===== config.mk =====
export PLATFORM = sky130hd
export DESIGN_NAME = universal_shift_reg
export DESIGN_NICKNAME = d
export VERILOG_FILES = /design/src/rtl/universal_shift_reg.sv
export SDC_FILE = /design/constraint.sdc
export NUM_CORES = 1
export LEC_CHECK = 0
export CORE_AREA = 5 5 42 44
export CTS_CLUSTER_SIZE = 25
export DETAILED_ROUTE_END_ITERATION = 8
export DIE_AREA = 0 0 47 49
export GPL_TIMING_DRIVEN = 1
export PLACE_DENSITY_LB_ADDON = 0.08
export SLEW_MARGIN = 20
export SYNTH_ARGS = -nofsm -noshare
export SYNTH_HDL_FRONTEND = slang
export SYNTH_SLANG_ARGS = --single-unit

===== constraint.sdc =====
create_clock -name clk -period 0.95 [get_ports clk]
set_input_delay 0.1425 -clock clk [delete_from_list [all_inputs] [get_ports clk]]
set_output_delay 0.1425 -clock clk [all_outputs]
set_load 0.01 [all_outputs]

===== src/rtl/universal_shift_reg.sv =====
// universal_shift_reg
//   WIDTH-bit register with hold, shift-right, shift-left and parallel-load
//   modes, optional rotate, synchronous preset and asynchronous clear.
//   Presents Q and Qn like a single flip-flop, plus the bit that would leave
//   on each shift direction.
//
// Ports
//   clk     in   1      rising-edge clock
//   clr     in   1      asynchronous active-high clear, loads RESET_VAL
//   pr      in   1      synchronous preset to all ones (beats en and mode)
//   en      in   1      clock enable, 0 = hold
//   mode    in   2      00 hold, 01 shift right, 10 shift left, 11 load D
//   D       in   WIDTH  parallel load data
//   sin_r   in   1      serial input entering at MSB on shift right
//   sin_l   in   1      serial input entering at LSB on shift left
//   Q       out  WIDTH  register contents
//   Qn      out  WIDTH  ~Q
//   sout_r  out  1      Q[0], bit leaving on shift right
//   sout_l  out  1      Q[WIDTH-1], bit leaving on shift left

module universal_shift_reg #(
  parameter int               WIDTH     = 4,
  parameter logic [WIDTH-1:0] RESET_VAL = {WIDTH{1'b0}},
  parameter bit               ROTATE    = 1'b0
) (
  input  logic             clk,
  input  logic             clr,
  input  logic             pr,
  input  logic             en,
  input  logic [1:0]       mode,
  input  logic [WIDTH-1:0] D,
  input  logic             sin_r,
  input  logic             sin_l,
  output logic [WIDTH-1:0] Q,
  output logic [WIDTH-1:0] Qn,
  output logic             sout_r,
  output logic             sout_l
);

  logic [WIDTH-1:0] q_r;
  logic [WIDTH-1:0] next_s;
  logic             shr_in_s;
  logic             shl_in_s;

  // Fill bits for each shift direction: with ROTATE the serial inputs are
  // ignored and the bit falling off one end re-enters at the other.
  always_comb begin
    shr_in_s = sin_r;
    shl_in_s = sin_l;
    if (ROTATE) begin
      shr_in_s = q_r[0];
      shl_in_s = q_r[WIDTH-1];
    end else begin
      shr_in_s = sin_r;
      shl_in_s = sin_l;
    end
  end

  // Next-state selection: preset beats enable, enable beats mode.
  // An unknown mode falls into the default arm and holds.
  always_comb begin
    next_s = q_r;
    if (pr) begin
      next_s = {WIDTH{1'b1}};
    end else if (!en) begin
      next_s = q_r;
    end else begin
      case (mode)
        2'b00:   next_s = q_r;
        2'b01:   next_s = {shr_in_s, q_r[WIDTH-1:1]};
        2'b10:   next_s = {q_r[WIDTH-2:0], shl_in_s};
        2'b11:   next_s = D;
        default: next_s = q_r;
      endcase
    end
  end

  // State register; clr acts immediately and dominates every other input.
  always_ff @(posedge clk or posedge clr) begin
    if (clr) begin
      q_r <= RESET_VAL;
    end else begin
      q_r <= next_s;
    end
  end

  // Outputs are pure functions of the register, so no path from D or the
  // serial inputs reaches them.
  assign Q      = q_r;
  assign Qn     = ~q_r;
  assign sout_r = q_r[0];
  assign sout_l = q_r[WIDTH-1];

endmodule

# ---- After elaboration in Yosys (flattened, before gate mapping)
# Index checks and enable logic that the tools add are counted.
dict set report op_classes {
  n_addsub 0
  mul 0
  div_mod_pow 0
  order_cmp 0
  eq_ne 4
  shift 0
  n_mux 3
  bitwise_logic 1
  n_reduce_logical 3
}
# operator count
set op_table {}
lappend op_table {{case mux 4 bit (3 select lines)} 1}
lappend op_table {{two-way mux 4 bit} 2}
lappend op_table {{== test 2 bit, second input constant} 2}
lappend op_table {{NOT 4 bit} 1}
lappend op_table {{== test 2 x 1 -> 1 bit, second input constant} 1}
lappend op_table {{logical NOT 2 bit} 1}
lappend op_table {{!= test 2 bit, second input constant} 1}
lappend op_table {{AND reduction 2 bit} 1}
lappend op_table {{nonzero test 2 bit} 1}
dict set report word_totals {
  register_bits 4
  latchBits 0
  mem_bits_rw 0
  rom_bits 0
  input_bits 12
  out_inout_bits 10
  memories 0
}

# ---- Longest topological paths before layout
# Gate-level depths: netlist (run 1).
dict set report depth {
  word_depth 4
  ltp_mapped 4
}

# ---- Least setup slack after synthesis (run 1)
# No wires, ideal clock.
dict set report synth_path {
  kind {register -> register}
  from {reg q_r[0], in the netlist Q[0]}
  to {reg q_r[1], in the netlist Q[1]}
  t_arrival_ps 850
  t_required_ps 883
  setup_slack_ps 33
  stages_incl_launch_ff 4
  n_path_buf 0
  period_less_slack_ps 917
  path_cell_list {dfrtp_1 -> inv_1 -> o211ai_1 -> o221a_1}
}
dict set report synth_between {
  elab_chain_cells 3
}
# item line
set synth_rtl {}
lappend synth_rtl {{start, declared} 40} ;# logic [WIDTH-1:0] q_r;
lappend synth_rtl {{start signal, assigned} 83} ;# q_r <= next_s;
lappend synth_rtl {{case mux 4 bit (3 select lines)} 68} ;# case (mode)
lappend synth_rtl {{two-way mux 4 bit} 65} ;# end else if (!en) begin
lappend synth_rtl {{two-way mux 4 bit} 63} ;# if (pr) begin
# Every way passes these cells. The select of a mux whose other input is x is not followed.
# A chain may end at the register's enable or synchronous reset.

# ---- Final worst setup path (run 1)
dict set report layout_path {
  from {reg q_r[1], in the netlist Q[1]}
  to {reg q_r[2], in the netlist Q[2]}
}
# The elaborated chain is that of the path after synthesis.

==> flow_metrics.py, run 1 <==
metrics = {
    "floorplanning": {
        "start_util_pct": 20.0,
        "core_sq_um": 1400,
        "rows": 14,
        "die_h_microns": 49,
        "dieWidth_microns": 47,
        "ioPinCount": 22,
        "die-area_sq_um": 2300,
    },
    "power": {
        "sw_frac_of_total_pct": 24.8,
        "p_clk_share_pct": 36.2,
        "netSwitchingPower_uw": 141,
        "p_seq_share_pct": 33.6,
        "ir_drop_uv": 324,
        "power_uw": 568,
        "power_density_nw_per_um2": 1030,
        "leakage_uw": 0.000265,
        "p_int_uw": 427,
        "p_comb_share_pct": 30.2,
    },
    "final_layout": {
        "fillers": 164,
        "layout.cells.non_filler": 75,
        "nets": 73,
        "drive_above_1_share_pct": 49.2,
        "largest_reg_flops": 4,
        "synthToLayoutAreaGrowth_pct": 97.3,
        "diodes": 0,
    },
    "yosys": {
        "ys_warn_count": 0,
        "synth_cells": 28,
        "synth_largest_area_cell": "dfrtp_1",
        "ys_ff_latch": 4,
        "synth_seq_area_share_pct": 35.7,
        "synth_area_sq_um": 280,
        "syn_area_per_cell_sq_um": 10.0,
        "ys_top_cells_by_area": "dfrtp_1 36%, o221a_1 16%, o211ai_1 8.0%",
        "synth.net_count": 40,
        "synth_top_cell_area_share_pct": 35.7,
        "synth_cell_types": 12,
    },
    "sta": {
        "fin_crit_ns": 0.998,
        "fin_ws_ns": -0.0475,
        "fin_crit_sh_pct": 105,
        "final.setup.tns_ns": -0.135,
        "hold_ws_ns": 0.0963,
        "finalSetupViolations": 6,
        "tightest_slew_ns": 0.342,
        "skew_ns": 0.000614,
        "rsz0062_at_grt": "yes",
        "max_clock_freq_mhz": 1000,
        "finalMaxSlewViolations": 0,
        "relSlewSlack_pct": 77.2,
        "hold_viol_final": 0,
    },
    "placed_design": {
        "dp_hpwl_microns": 681,
        "place_ws_ns": -0.433,
        "port_buffers": 21,
        "dp.cells": 71,
        "place_congestion": 0.752,
    },
    "routing": {
        "dr_total_vias": 318,
        "detail_route.wl_per_cell_microns": 11.2,
        "top_layer_used": "met3",
        "first_iter_violations": 1,
        "wl_met1_microns": 311,
        "firstDrtPassIters": 2,
        "dr_wl_met2_microns": 432,
        "avgViaCountPerCell": 4.24,
        "met3_length_microns": 92,
        "wirelength_microns": 837,
        "drc": 0,
        "antenna_left": 0,
    },
    "clock_tree": {
        "cts_sinks": 4,
        "numCtsBuffers": 3,
        "cts_tree": "built",
        "clk_pin_slew_worst_paths_ns": 0.04,
        "ctsLongestPathBuffers": 2,
        "clock_latency_ns": 0.23,
        "cts_max_level": 1,
        "clockRootBuffer": "clkbuf_4",
    },
    "global_route": {
        "grt_pass1_wl_microns": 1320,
        "antenna_found_initial": 0,
        "grt_pass1_vias": 309,
        "grt_overflow": 0,
        "grt_max_degree": 8,
        "grt.total_usage_pct": 8.19,
    },
    "setup_path": {
        "max_stage_delay_ns": 0.38,
        "cp_cell_sequence": "inv_2 -> buf_6 -> o211ai_1 -> o221a_1",
        "cp-end-kind": "flip-flop",
        "crit_family": "compound AO/OA/AOI/OAI gates",
        "critPathLaunchType": "flip-flop",
        "cp_max_fo": 3,
        "critPathRequiredTime_ns": 1.12,
        "critPathArrivalTime_ns": 1.16,
        "critPathBufInv": 2,
        "crit_slowest_cell": "dfrtp_1",
        "path_class": "reg -> reg",
    },
    "status": {
        "status": "finished, violations left",
        "violations": "setup timing",
    },
    "min_path": {
        "hold_path_class": "in -> async",
    },
    "flow_run": {
        "drv_cap": 0,
    },
}
-- final cells by class --
class / instances / area [sq um] / area share [%]
Multi-Input combinational cell: 16 / 148 / 26.7
Tap cell: 16 / 20.0 / 3.62
Sequential cell: 4 / 100 / 18.1
Timing Repair Buffer: 31 / 244 / 44.1
Clock buffer: 3 / 22.5 / 4.07
Inverter: 5 / 18.8 / 3.39
-- worst register-to-register path: stages (launching register included) --
cell and delay, ns:
dfrtp_1 0.38, inv_2 0.06, buf_6 0.10, o211ai_1 0.19
o221a_1 0.21
-- cells by family after synthesis --
family | count (synthesis) | share of synthesized area, %
AO/OA/AOI/OAI | 8 | 27.2
flip-flops | 4 | 35.7
AND/OR/NAND/NOR | 7 | 17.4
buffers and inverters | 8 | 16.1
multiplexers | 1 | 3.57
-- stage by stage --
step | util [%] | cell area [sq um]
global placement | 39.4 | 552
finish | 39.5 | 553
global route | 39.5 | 553
CTS | 37.9 | 532
floorplan | - | 280
detailed placement | 39.4 | 552
-- power by group through the flow --
stage	logic [uW]	registers (uW)	clock network, uW
2_1_floorplan	61.3	196	0
3_3_place_gp	188	192	0
3_5_place_dp	188	193	0
4_1_cts	163	191	215
5_1_grt	187	193	235
6_report	171	191	206
-- worst paths after layout --
kind	from	endpoint	slack, ns	depth (start not counted)
max reg2reg	Q[1]	Q[2]	-0.05	4
min reg2reg	Q[2]	Q[2]	0.69	2
max in group asynchronous	clr	Q[1]	0.71	2
min	clr	Q[3]	0.1	2
max	Q[1]	Q[2]	-0.05	4
min in group clk	pr	Q[3]	0.49	3
-- synth_stat cells --
cell       n
o221a_1    4
o21ai_2    1
o211ai_1   3
buf_6      1
dfrtp_1    4
nand4bb_2  1
buf_4      2
and3b_1    1
inv_1      5
nand2_1    4
nand2b_2   1
mux2i_1    1
-- cells in the final DEF (no fill, tap or decap) --
master and n:
nand4bb_4 1, nand2_1 4, inv_1 3, clkbuf_4 3
and3b_2 1, mux2i_1 1, clkdlybuf4s50_1 7, buf_4 8
o21ai_2 1, o211ai_1 3, dlygate4sd2_1 4, buf_2 9
inv_2 2, nand2b_2 1, o221a_1 4, dfrtp_1 4
buf_6 3
-- metal layers --
metal / track usage, % / vias up
met3: 2.95 / 0
met1: 9.51 / 140
met4: 6.91 / 0
met2: 11.3 / 15
li1: - / 163
met5: 0 / -
-- what timing repair did --
item | CTS | global route
endpoints found under the setup margin | 14 | 12
pin swaps | 5 | 2
gates resized for setup | 46 | 5
buffers inserted | 0 | 1
hold buffers | 0 | 0
Note: power is estimated with default switching activity, not from simulation.
==> run 2, diff against run 1 <==
ABC_CLOCK_PERIOD_IN_PS = 950   (was default)
==> results of run 2 <==
Same layout as run 1: the final DEF is identical, and so are final timing and power.
